### config.mk
export PLATFORM = sky130hd
export DESIGN_NAME = imem_loader
export DESIGN_NICKNAME = d
export VERILOG_FILES = /design/src/rtl/imem_loader.sv
export SDC_FILE = /design/constraint.sdc
export NUM_CORES = 1
export LEC_CHECK = 0
export CORE_ASPECT_RATIO = 1.5
export CORE_UTILIZATION = 47
export CTS_CLUSTER_DIAMETER = 50
export CTS_CLUSTER_SIZE = 24
export DETAILED_ROUTE_END_ITERATION = 12
export PLACE_DENSITY_LB_ADDON = 0.3
export SLEW_MARGIN = 20
export SYNTH_ARGS = -nofsm -noshare
export SYNTH_HDL_FRONTEND = slang
export SYNTH_SLANG_ARGS = --single-unit
export TNS_END_PERCENT = 50
### constraint.sdc
create_clock -name clk_i -period 2.1 [get_ports clk_i]
set_input_delay 0.315 -clock clk_i [delete_from_list [all_inputs] [get_ports clk_i]]
set_output_delay 0.315 -clock clk_i [all_outputs]
set_load 0.01 [all_outputs]
### src/rtl/imem_loader.sv
// Byte-stream instruction-memory loader: packs little-endian bytes into 32-bit words,
// writes DEPTH words, then releases cpu_hold_o. Optional checksum byte: IMEM_LOADER_CHECKSUM_EN.
module imem_loader #(
  parameter int unsigned DEPTH  = 8,
  parameter int unsigned ADDR_W = 3
) (
  input  logic              clk_i,
  input  logic              rst_i,
  input  logic              start_i,
  input  logic              in_valid_i,
  input  logic [7:0]        in_data_i,
  output logic              in_ready_o,
  output logic              mem_we_o,
  output logic [ADDR_W-1:0] mem_addr_o,
  output logic [31:0]       mem_wdata_o,
  output logic              busy_o,
  output logic              done_o,
  output logic              cpu_hold_o,
  output logic              err_o
);

`ifdef IMEM_LOADER_CHECKSUM_EN
  typedef enum logic [2:0] {StIdle, StRecv, StWrite, StDone, StCheck, StErr} state_e;
`else
  typedef enum logic [1:0] {StIdle, StRecv, StWrite, StDone} state_e;
`endif

  localparam logic [ADDR_W-1:0] LastIdx = ADDR_W'(DEPTH - 1);

  state_e              state_q;
  logic [ADDR_W-1:0]   idx_q;
  logic [1:0]          byte_q;
  logic [23:0]         part_q;
  logic                in_ready_q, mem_we_q, busy_q, done_q, cpu_hold_q;
  logic [ADDR_W-1:0]   mem_addr_q;
  logic [31:0]         mem_wdata_q;
  logic                restart;
  logic                accept;

  assign accept = in_valid_i & in_ready_q;

`ifdef IMEM_LOADER_CHECKSUM_EN
  logic [7:0] xor_q;
  logic       err_q;
  assign restart = start_i & ((state_q == StIdle) | (state_q == StDone) | (state_q == StErr));
  assign err_o   = err_q;
`else
  assign restart = start_i & ((state_q == StIdle) | (state_q == StDone));
  assign err_o   = 1'b0;
`endif

  always_ff @(posedge clk_i or posedge rst_i) begin
    if (rst_i) begin
      state_q     <= StIdle;
      idx_q       <= '0;
      byte_q      <= '0;
      part_q      <= '0;
      in_ready_q  <= 1'b0;
      mem_we_q    <= 1'b0;
      mem_addr_q  <= '0;
      mem_wdata_q <= '0;
      busy_q      <= 1'b0;
      done_q      <= 1'b0;
      cpu_hold_q  <= 1'b1;
`ifdef IMEM_LOADER_CHECKSUM_EN
      xor_q       <= '0;
      err_q       <= 1'b0;
`endif
    end else if (restart) begin
      state_q    <= StRecv;
      idx_q      <= '0;
      byte_q     <= '0;
      part_q     <= '0;
      in_ready_q <= 1'b1;
      mem_we_q   <= 1'b0;
      busy_q     <= 1'b1;
      done_q     <= 1'b0;
      cpu_hold_q <= 1'b1;
`ifdef IMEM_LOADER_CHECKSUM_EN
      xor_q      <= '0;
      err_q      <= 1'b0;
`endif
    end else begin
      unique case (state_q)
        StRecv: begin
          if (accept) begin
            byte_q <= byte_q + 2'd1;
`ifdef IMEM_LOADER_CHECKSUM_EN
            xor_q  <= xor_q ^ in_data_i;
`endif
            unique case (byte_q)
              2'd0: part_q[7:0]   <= in_data_i;
              2'd1: part_q[15:8]  <= in_data_i;
              2'd2: part_q[23:16] <= in_data_i;
              2'd3: begin
                mem_we_q    <= 1'b1;
                mem_addr_q  <= idx_q;
                mem_wdata_q <= {in_data_i, part_q};
                in_ready_q  <= 1'b0;
                state_q     <= StWrite;
              end
              default: ;
            endcase
          end
        end
        StWrite: begin
          mem_we_q <= 1'b0;
          if (idx_q == LastIdx) begin
`ifdef IMEM_LOADER_CHECKSUM_EN
            in_ready_q <= 1'b1;
            state_q    <= StCheck;
`else
            busy_q     <= 1'b0;
            done_q     <= 1'b1;
            cpu_hold_q <= 1'b0;
            state_q    <= StDone;
`endif
          end else begin
            idx_q      <= idx_q + ADDR_W'(1);
            in_ready_q <= 1'b1;
            state_q    <= StRecv;
          end
        end
`ifdef IMEM_LOADER_CHECKSUM_EN
        StCheck: begin
          if (accept) begin
            in_ready_q <= 1'b0;
            busy_q     <= 1'b0;
            if (in_data_i == xor_q) begin
              done_q     <= 1'b1;
              cpu_hold_q <= 1'b0;
              state_q    <= StDone;
            end else begin
              err_q   <= 1'b1;
              state_q <= StErr;
            end
          end
        end
        StErr: ;
`endif
        StIdle, StDone: ;
        default: state_q <= StIdle;
      endcase
    end
  end

  assign in_ready_o  = in_ready_q;
  assign mem_we_o    = mem_we_q;
  assign mem_addr_o  = mem_addr_q;
  assign mem_wdata_o = mem_wdata_q;
  assign busy_o      = busy_q;
  assign done_o      = done_q;
  assign cpu_hold_o  = cpu_hold_q;

endmodule
==> results of run 1 <==
==> sequential cells by signal, indices dropped and copies added (netlist names), 2 cells and up <==
signal       cells
byte_q           2
idx_q            3
mem_addr_o       3
mem_wdata_o     32
part_q          24
state_q          2
==> area by class of cell <==
cell class | count | area [sq um] | area share (%)
repair buffers | 59 | 595.6 | 15.22
well taps | 74 | 92.59 | 2.366
inverters | 8 | 33.78 | 0.8634
multi-input cells | 154 | 1189 | 30.38
flip-flops and latches | 71 | 1778 | 45.44
clock inverters | 3 | 65.06 | 1.663
clock buffers | 13 | 158.9 | 4.061
==> logic make-up (layout without fill, tap and decap cells) <==
family                   Yosys count  after routing
AO/OA/AOI/OAI                     30             30
flip-flops                        71             71
multiplexers                      39             39
XOR/XNOR                           2              2
other                              1              1
adder cells (fa/ha/maj)            9              9
buffers and inverters             20             83
AND/OR/NAND/NOR                   73             73
==> worst reg2reg max path: stages (launching register included) <==
cell and delay [ns]:
sky130_fd_sc_hd__dfrtp_1 0.37, sky130_fd_sc_hd__inv_1 0.07, sky130_fd_sc_hd__ha_1 0.29, sky130_fd_sc_hd__nand2_1 0.15
sky130_fd_sc_hd__nand3_4 0.17, sky130_fd_sc_hd__buf_4 0.26, sky130_fd_sc_hd__mux2_4 0.33
==> final timing paths <==
check | end
max in group asynchronous | cpu_hold_o
setup / recovery | mem_addr_o[0]
hold / removal | mem_wdata_o[11]
hold reg to reg | cpu_hold_o
setup reg to reg | mem_addr_o[0]
min in group clk_i | cpu_hold_o
==> Yosys cell counts <==
| cell type | n |
|---|---|
| sky130_fd_sc_hd__dfrtp_1 | 70 |
| sky130_fd_sc_hd__nand2_1 | 54 |
| sky130_fd_sc_hd__mux2_4 | 30 |
| sky130_fd_sc_hd__a21oi_1 | 26 |
| sky130_fd_sc_hd__ha_1 | 9 |
| sky130_fd_sc_hd__inv_1 | 8 |
| sky130_fd_sc_hd__clkbuf_1 | 7 |
| sky130_fd_sc_hd__nor2_1 | 7 |
| sky130_fd_sc_hd__mux2_2 | 6 |
| sky130_fd_sc_hd__buf_6 | 4 |
| sky130_fd_sc_hd__and4_1 | 3 |
| sky130_fd_sc_hd__mux2i_1 | 3 |
| sky130_fd_sc_hd__nand4_1 | 3 |
| sky130_fd_sc_hd__and3_1 | 2 |
| sky130_fd_sc_hd__nor2b_1 | 2 |
| sky130_fd_sc_hd__xnor2_1 | 2 |
| sky130_fd_sc_hd__a211oi_1 | 1 |
| sky130_fd_sc_hd__a21o_1 | 1 |
| sky130_fd_sc_hd__and2_1 | 1 |
| sky130_fd_sc_hd__buf_4 | 1 |
| sky130_fd_sc_hd__conb_1 | 1 |
| sky130_fd_sc_hd__dfstp_2 | 1 |
| sky130_fd_sc_hd__nand3_4 | 1 |
| sky130_fd_sc_hd__o2111a_1 | 1 |
| sky130_fd_sc_hd__o32ai_4 | 1 |
==> through the flow <==
| step | setup slack [ns] | hold WS, ns | instances | util (%) | power [W] |
|---|---|---|---|---|---|
| 2_1_floorplan | 0.3573 | 0.4457 | 245 | - | 0.002814 |
| 3_3_place_gp | 0.2236 | 0.4484 | 366 | 59.32 | 0.003375 |
| 3_5_place_dp | 0.1969 | 0.4689 | 366 | 59.32 | 0.003429 |
| 4_1_cts | 0.3276 | 0.4341 | 382 | 62.92 | 0.004651 |
| 5_1_grt | 0.2497 | 0.4657 | 382 | 62.92 | 0.004862 |
| 6_report | 0.3443 | 0.4160 | 382 | 62.92 | 0.004600 |
==> per-layer routing <==
metal	vias up	GRT usage, %	share of wire, %
li1	939	-	-
met1	1003	23.69	40
met2	41	33.18	53
met3	15	6.222	3.6
met4	0	9.135	3.4
met5	-	0	0
==> power breakdown <==
group / leakage [nW] / internal, W / switching (W) / total (W)
Combinational: 0.830 / 0.000783 / 0.000678 / 0.00146
Sequential: 0.956 / 0.00170 / 0.000228 / 0.00193
Clock: 0.114 / 0.000733 / 0.000479 / 0.00121
Total: 1.90 / 0.00322 / 0.00138 / 0.00460
==> out/qor_table.md, run 1 <==
| Quantity | This run |
|---|---|
| Outcome | completed |
| Largest family of logic cells by synthesized area | multiplexers |
| Global routing usage summed across all routing layers | 20.25% |
| Post-synthesis net count | 266 |
| Worst-skew pair later-pin latency | 0.33 ns |
| Max-capacitance violation count | 0 |
| Cell area after technology mapping | 3075 sq um |
| Starting DRC count in detailed routing | 70 |
| Worst ir drop on vdd | 846.3 uV |
| Critical-path cell list | inv_1 -> ha_1 -> nand2_1 -> nand3_4 -> buf_4 -> mux2_4 |
| Overflow left after global routing | 0 |
| Relative area change from synthesis to final layout | 27.22% |
| Filler instances | 496 |
| Kind of capture point of the worst setup path | flip-flop |
| Number of failing hold endpoints at the final stage | 0 |
| Count of mapped cells out of synthesis | 245 |
| Gp weighted congestion | 0.7951 |
| Flop-to-flop setup slack | 0.34 ns |
| Largest fanout of any net on the critical path | 12 |
| Post-Synth XOR/XNOR Area | 0.5696% |
| R2R cell count | 6 |
| Worst min-delay path category | in2async |
| Netlist cell types | 25 |
| Clock Sink Count | 71 |
| Multiplexer fraction of the synthesized cell area | 17.82% |
| Level count of the clock H-tree | 3 |
| Kind of critical path | reg2reg |
| Compound-cell area share of the yosys netlist | 5.980% |
| Register bit count reported by yosys | 71 |
| RR Startpoint | state_q[0] |
| Die area | 6878 sq um |
| Clk slew on worst S/H paths | 0.07 ns |
| Antenna diode instance count | 0 |
| DRC | 0 |
| Initial antenna violation count | 0 |
| Fraction of the yosys area taken by sequential cells | 57.81% |
| Share of the clock period used by the worst path | 83.60% |
| Die height | 101.1 um |
| Num rows | 35 |
| Setup repair bufs after CTS | 0 |
| Cell family with most CP delay | flip-flops |
| Num CTS Buffers | 9 |
| Placed wire-length estimate after detailed placement | 4.225 mm |
| Clock tree skew after final layout | 0.006901 ns |
| Maximum number of pins on one net before global-route repair | 72 |
| Core area | 6218 sq um |
| Area contributors post-synth | sky130_fd_sc_hd__dfrtp_1 57%, sky130_fd_sc_hd__mux2_4 15%, sky130_fd_sc_hd__nand2_1 6.6% |
| Power density over the cells | 1176 nW/um^2 |
| Num ports | 53 |
| Final design area excluding fillers | 3913 sq um |
| Number of routed nets with antenna violations | 0 |
| Quantity of hold-fixing buffers added after cts | 0 |
| Max stage delay cell, worst path | sky130_fd_sc_hd__dfrtp_1 |
| Crit path arrival time | 1.98 ns |
| Proportion of netlist area held by the largest area contributor | 56.96% |
| Commonest non-fill, non-tap cell in the layout | sky130_fd_sc_hd__dfrtp_1 |
| Net count reported at finish | 324 |
| Area share of and/or/nand/nor cells after synthesis | 10.50% |
| CTS tree | yes |
| Number of logic stages on the critical path including buffering | 6 |
| Fmax | 569.6 MHz |
| Buffers & Inverters on Critical Path | 2 |
| Setup TNS | 0 ns |
| Count of warnings emitted by yosys | 0 |
| Commonest cells after routing, fill and taps aside | 70 x sky130_fd_sc_hd__dfrtp_1, 54 x sky130_fd_sc_hd__nand2_1, 51 x sky130_fd_sc_hd__clkdlybuf4s50_1 |
| Cell taking the most area after synthesis | sky130_fd_sc_hd__dfrtp_1 |
| Area of placed instances | 3689 sq um |
| Setup crit start | state_q[0] |
| Avg Cell Area, Syn | 12.55 sq um |
| CTS Root Buffer Type | sky130_fd_sc_hd__clkbuf_8 |
| Via count | 1998 |
| Fraction of final layout cells with drive strength greater than 1 | 20.13% |
| Number of buffers added on ports | 51 |
| Post-CTS Resized | 0 |
| Unrepaired setup endpoints after global routing | no |
| Max-slew violation count | 0 |
| Max stage delay on crit path | 0.37 ns |
| Element type at the critical path start | flip-flop |
| Via count of the first global-routing pass | 2026 |
| Average vias per placed instance | 5.230 |
| Worst EP required | 2.32 ns |
| DRT Pass-1 Iters | 4 |
| Post-layout minimum cycle time | 1.756 ns |
| Wire length per cell | 15.99 um |
| Buffer levels on the longest clock path | 2 |
| Post-Route WL | 6.110 mm |
| Synthesized-area fraction occupied by adder cells | 3.662% |
| Global-route wire length before repair | 10.05 mm |
| Setup violations, final | 0 |
| Static power due to leakage | 1.899 nW |
| Floorplan die width | 68.05 um |
| Initial core utilization | 49.46% |
Note: power is estimated with default switching activity, not from simulation.
==> run 2: changes to the inputs <==
CORE_UTILIZATION = 52   (was 47)
clock period = 1.7 ns   (was 2.1 ns; I/O delays follow)
==> run 2 against run 1 <==
- final cell count grew 0.79%
- routed wire length fell by 2.4%
- clock power fell by 6%
- clock skew increased by 0.0026 ns
- critical path depth down 4
- die area is 9.4% lower
- first-iteration DRC count up 73%
- largest power group unchanged
==> out/qor_table.md, run 2 (synthesis gave the netlist of run 1 again) <==
| Quantity | This run | vs previous |
|---|---|---|
| Outcome | completed |  |
| Power share of the combinational group | 35.9% | +4.1 points |
| Static power due to leakage | 1.925 nW | +1.4% |
| Number of logic stages on the critical path including buffering | 2 | -4 |
| DRC | 0 | unchanged |
| Critical-path cell list | buf_4 -> clkdlybuf4s50_1 |  |
| Crit path arrival time | 1.41 ns | -0.57 ns |
| Average vias per placed instance | 5.166 | -1.2% |
| Initial core utilization | 55.17% | +5.7 points |
| Endpoint of the worst setup timing path | in_ready_o |  |
| Max stage delay on crit path | 0.54 ns | +0.17 ns |
| Initial antenna violation count | 0 | unchanged |
| Worst EP required | 1.44 ns | -0.88 ns |
| Clk slew on worst S/H paths | 0.07 ns | about the same |
| Max-slew violation count | 0 | unchanged |
| R2R cell count | 5 | -1 |
| Starting DRC count in detailed routing | 121 | +73% |
| Die area | 6232 sq um | -9.4% |
| Commonest cells after routing, fill and taps aside | 70 x sky130_fd_sc_hd__dfrtp_1, 54 x sky130_fd_sc_hd__nand2_1, 50 x sky130_fd_sc_hd__clkdlybuf4s50_1 |  |
| Pint | 0.003694 W | +15% |
| Area of placed instances | 3761 sq um | +2.0% |
| Core area | 5574 sq um | -10% |
| Kind of capture point of the worst setup path | output port |  |
| Number of failing hold endpoints at the final stage | 0 | unchanged |
| Worst hold margin | 0.1952 ns | -0.2208 ns |
| Clock tree skew after final layout | 0.009460 ns | +0.002559 ns |
| Global routing usage summed across all routing layers | 22.20% | +1.9 points |
| DRT Pass-1 Iters | 4 | unchanged |
| Setup violations, final | 0 | unchanged |
| Unrepaired setup endpoints after global routing | yes |  |
| Clock Sink Count | 71 | unchanged |
| Gp weighted congestion | 0.7891 | -0.75% |
| Placed wire-length estimate after detailed placement | 4.261 mm | +0.85% |
| Final setup slack of the worst path | 0.03088 ns | -0.3134 ns |
| Buffer levels on the longest clock path | 2 | unchanged |
| Num CTS Buffers | 9 | unchanged |
| Setup crit start | in_ready_o |  |
| Flop-to-flop setup slack | 0.07 ns | -0.27 ns |
| Worst ir drop on vdd | 875.2 uV | +3.4% |
| Relative area change from synthesis to final layout | 28.15% |  |
| Worst setup slack before clock tree synthesis | -0.1341 ns | -0.3310 ns |
| Via count | 1989 | -0.45% |
| Wire length per cell | 15.49 um | -3.2% |
| CTS tree | yes |  |
| Flip-flop count of the largest register, all copies and words added | 32 | unchanged |
| Max stage delay cell, worst path | sky130_fd_sc_hd__clkdlybuf4s50_1 |  |
| Maximum number of pins on one net before global-route repair | 62 | -14% |
| Kind of critical path | reg2out |  |
| Overflow left after global routing | 0 | unchanged |
| Power density over the cells | 1387 nW/um^2 | +18% |
| Net count reported at finish | 331 | +2.2% |
| Fmax | 599.1 MHz |  |
| Element type at the critical path start | flip-flop |  |
| Cell family with most CP delay | buffers and inverters |  |
| Largest fanout of any net on the critical path | 8 | -4 |
| Number of routed nets with antenna violations | 0 | unchanged |
| Commonest non-fill, non-tap cell in the layout | sky130_fd_sc_hd__dfrtp_1 |  |
| Net Sw Power | 0.001773 W | +28% |
| Post-layout minimum cycle time | 1.669 ns |  |
| Die height | 96.19 um | -4.8% |
| Buffers & Inverters on Critical Path | 2 | unchanged |
| Worst min-delay path category | in2async |  |
| CTS Root Buffer Type | sky130_fd_sc_hd__clkbuf_8 |  |
| Via count of the first global-routing pass | 2113 | +4.3% |
| Floorplan die width | 64.79 um | -4.8% |
| Fraction of final layout cells with drive strength greater than 1 | 23.17% | +3.0 points |
| RR Startpoint | state_q[0] |  |
| Antenna diode instance count | 0 | unchanged |
| Global-route wire length before repair | 9.949 mm | -0.97% |
| Level count of the clock H-tree | 3 | unchanged |
| Capture point of the worst reg-to-reg path | state_q[1] |  |
| Number of buffers added on ports | 51 | unchanged |
| Max-capacitance violation count | 0 | unchanged |
| Share of the clock period used by the worst path | 98.18% |  |
| Final design area excluding fillers | 3941 sq um | +0.74% |
| Clock network fraction of design power | 20.9% | -5.4 points |
| Sequential fraction of design power | 43.2% | +1.3 points |
| Num ports | 53 | unchanged |
| Setup repair bufs after CTS | 0 | unchanged |
| Post-Route WL | 5.964 mm | -2.4% |
| Switching share of power | 32.43% | +2.3 points |
| Num rows | 33 | -5.7% |
| Worst-skew pair later-pin latency | 0.35 ns | +0.02 ns |
run 2: changes by cell type in the layout (fill, tap and decap cells not counted), moves of 2 or more:
cell and change:
sky130_fd_sc_hd__clkinv_4 +2, sky130_fd_sc_hd__buf_12 +2, sky130_fd_sc_hd__buf_4 +5, sky130_fd_sc_hd__bufinv_16 -2, sky130_fd_sc_hd__clkinv_2 +3, sky130_fd_sc_hd__clkbuf_8 -2
run 2: cell type report:
cell class                      instances  area [sq um]
Sequential cell                        71          1778
Fill cell                             402          1633
Multi-Input combinational cell        154          1201
Timing Repair Buffer                   66         675.6
Clock buffer                           10         127.6
Tap cell                               70         87.58
Clock inverter                          6         37.54
Inverter                                8         33.78
run 2: through the flow:
stage	cells	utilization, %	setup TNS [ns]	total power [W]
floorplan	245	-	-0.04274	0.003476
CTS	385	70.46	0	0.005476
global route	385	70.71	-0.007629	0.005798
global placement	369	67.47	-2.965	0.004240
detailed placement	369	67.47	-3.950	0.004325
finish	385	70.71	0	0.005467
run 2: power groups by stage:
stage               sequential (W)  clock, W  combinational (W)
floorplan                  0.00244         0            0.00104
finish                     0.00236   0.00114            0.00196
CTS                        0.00236   0.00117            0.00195
global route               0.00241   0.00124            0.00215
detailed placement         0.00238         0            0.00194
global placement           0.00237         0            0.00187
run 2: worst min-delay path by stage:
stage,to,depth (start not counted)
after detailed placement,cpu_hold_o,2
after global placement,cpu_hold_o,2
after global routing,idx_q[1],2
final,idx_q[0],2
after CTS,idx_q[0],2
after floorplan,part_q[0],2
run 2: what timing repair did:
| action | in CTS | in global routing |
|---|---|---|
| hold buffers | 0 | 0 |
| pin swaps | 0 | 1 |
| endpoints found under the setup margin | 15 | 10 |
| resized for setup | 1 | 5 |
run 2: routing by layer:
layer  GRT usage, %  vias up  part of all wire, %
li1               -      950                    -
met1          24.84      976                   41
met2          37.33       47                   52
met3          6.635       16                  3.1
met4          12.59        0                  3.9
met5              0        -                    0
==> run 3: changes to the inputs <==
==> constraint.sdc (replaced) <==
create_clock -name clk_i -period 1.7 [get_ports clk_i]
set_input_delay 0.51 -clock clk_i [delete_from_list [all_inputs] [get_ports clk_i]]
set_output_delay 0.51 -clock clk_i [all_outputs]
set_load 0.01 [all_outputs]
==> run 3 against run 2 <==
- via count increased by 2.8%
- clock power rose by 22%
- worst hold slack better by 0.27 ns
- largest cell class unchanged
- largest power group unchanged
==> out/qor_table.md, run 3 (synthesis gave the netlist of run 1 again) <==
| Quantity | This run | vs previous |
|---|---|---|
| Fmax | 603.8 MHz | +0.78% |
| Worst setup slack before clock tree synthesis | -0.3537 ns | -0.2196 ns |
| Crit path arrival time | 1.15 ns | -0.26 ns |
| Die area | 6232 sq um | unchanged |
| Kind of critical path | reg2out |  |
| RR Startpoint | state_q[0] |  |
| Final design area excluding fillers | 4028 sq um | +2.2% |
| Global-route wire length before repair | 10.22 mm | +2.7% |
| Commonest cells after routing, fill and taps aside | 70 x sky130_fd_sc_hd__dfrtp_1, 53 x sky130_fd_sc_hd__nand2_1, 40 x sky130_fd_sc_hd__dlygate4sd2_1 |  |
| Net count reported at finish | 341 | +3.0% |
| Element type at the critical path start | flip-flop |  |
| Critical-path cell list | dlygate4sd2_1 |  |
| Setup crit start | cpu_hold_o |  |
| Initial core utilization | 55.17% | unchanged |
| Clock tree skew after final layout | 0.008632 ns | -0.0008276 ns |
| Via count | 2045 | +2.8% |
| Max-capacitance violation count | 0 | unchanged |
| Power density over the cells | 1410 nW/um^2 | +1.6% |
| Starting DRC count in detailed routing | 64 | -47% |
| Buffers & Inverters on Critical Path | 1 | -1 |
| Max-slew violation count | 0 | unchanged |
| Largest fanout of any net on the critical path | 2 | -6 |
| Total met3 wirelength after detailed routing | 195 um | +4.3% |
| Commonest non-fill, non-tap cell in the layout | sky130_fd_sc_hd__dfrtp_1 |  |
| Max stage delay cell, worst path | sky130_fd_sc_hd__dfstp_2 |  |
| Outcome | completed |  |
| Start point of the worst hold path | cpu_hold_o |  |
| Filler instances | 401 | -0.25% |
| Setup violations, final | 0 | unchanged |
| Worst hold margin | 0.4670 ns | +0.2718 ns |
| Die height | 96.19 um | unchanged |
| Final setup slack of the worst path | 0.04380 ns | +0.01293 ns |
| Level count of the clock H-tree | 3 | unchanged |
| Average vias per placed instance | 5.177 | +0.21% |
| Cell family with most CP delay | flip-flops |  |
| Routed met1 length | 2.489 mm | +2.1% |
| Area of placed instances | 3834 sq um | +1.9% |
| Max stage delay on crit path | 0.54 ns | about the same |
| Buffer levels on the longest clock path | 2 | unchanged |
| Fraction of final layout cells with drive strength greater than 1 | 26.15% | +3.0 points |
| Share of the clock period used by the worst path | 97.42% | -0.76 points |
| DRT Pass-1 Iters | 5 | +1 |
| Maximum number of pins on one net before global-route repair | 33 | -47% |
| Wire length per cell | 15.27 um | -1.4% |
| Placed wire-length estimate after detailed placement | 4.344 mm | +2.0% |
| Global routing usage summed across all routing layers | 22.32% | +0.12 points |
| Worst min-delay path category | reg2reg |  |
| Post-layout minimum cycle time | 1.656 ns | -0.01293 ns |
| Kind of capture point of the worst setup path | output port |  |
| Initial antenna violation count | 0 | unchanged |
| CTS Root Buffer Type | sky130_fd_sc_hd__clkbuf_8 |  |
| Antenna diode instance count | 0 | unchanged |
| Num CTS Buffers | 9 | unchanged |
| Top Layer Used | met4 |  |
| Floorplan die width | 64.79 um | unchanged |
| Flip-flop count of the largest register, all copies and words added | 32 | unchanged |
| Num rows | 33 | unchanged |
| Overflow left after global routing | 0 | unchanged |
| Worst EP required | 1.19 ns | -0.25 ns |
| Clock Sink Count | 71 | unchanged |
| Post-Route WL | 6.032 mm | +1.1% |
| Number of buffers added on ports | 51 | unchanged |
| Worst ir drop on vdd | 997.0 uV | +14% |
| Num ports | 53 | unchanged |
| Via count of the first global-routing pass | 2077 | -1.7% |
| DRC | 0 | unchanged |
| CTS tree | yes |  |
| Length of routed met2 wiring | 3.264 mm | +5.1% |
| Gp weighted congestion | 0.7839 | -0.66% |
| Clk slew on worst S/H paths | 0.08 ns | about the same |
| Static power due to leakage | 2.138 nW | +11% |
| Worst-skew pair later-pin latency | 0.35 ns | about the same |
| Core area | 5574 sq um | unchanged |
| Relative area change from synthesis to final layout | 30.96% |  |
| Number of routed nets with antenna violations | 0 | unchanged |
| Post-layout power | 0.005679 W | +3.9% |
| Number of failing hold endpoints at the final stage | 0 | unchanged |
## run 3: worst paths after layout
path	end	slack [ns]	depth (start not counted)
max	cpu_hold_o	0.04	1
max in group asynchronous	cpu_hold_o	0.88	3
min in group asynchronous	idx_q[0]	0.59	3
min	cpu_hold_o	0.47	2
max reg2reg	state_q[1]	0.06	5
min reg2reg	cpu_hold_o	0.47	2
## run 3: where the power goes
part / total [W] / switching (W) / internal (W)
combinational: 0.00193 / 0.000899 / 0.00103
sequential: 0.00236 / 0.000265 / 0.00210
clock: 0.00139 / 0.000695 / 0.000692
## run 3: stage by stage
step,TNS (ns),util (%),std cells
after floorplan,-0.04274,-,245
after global placement,-11.27,68.78,377
after detailed placement,-12.33,68.78,377
after CTS,0,71.65,393
after global routing,-0.005382,72.26,395
final,0,72.26,395
## run 3: routing by layer
metal | up-vias | GRT usage, %
met5 | - | 0
met4 | 0 | 8.333
met3 | 7 | 5.569
met2 | 36 | 39.50
met1 | 1029 | 25.74
li1 | 973 | -
## run 3: final cells by class
cell class / instances / area (sq um) / share of cell area, %
Sequential cell: 71 / 1778 / 44.14
Inverter: 8 / 33.78 / 0.8388
Timing Repair Buffer: 76 / 710.7 / 17.65
Clock buffer: 9 / 123.9 / 3.075
Clock inverter: 7 / 78.83 / 1.957
Multi-Input combinational cell: 154 / 1215 / 30.16
Tap cell: 70 / 87.58 / 2.175
## run 3: repair_timing
item | CTS | global route
setup buffers | 0 | 2
gates resized for setup | 42 | 3
pin swaps | 0 | 1
hold buffers | 0 | 0
setup endpoints to repair | 41 | 33
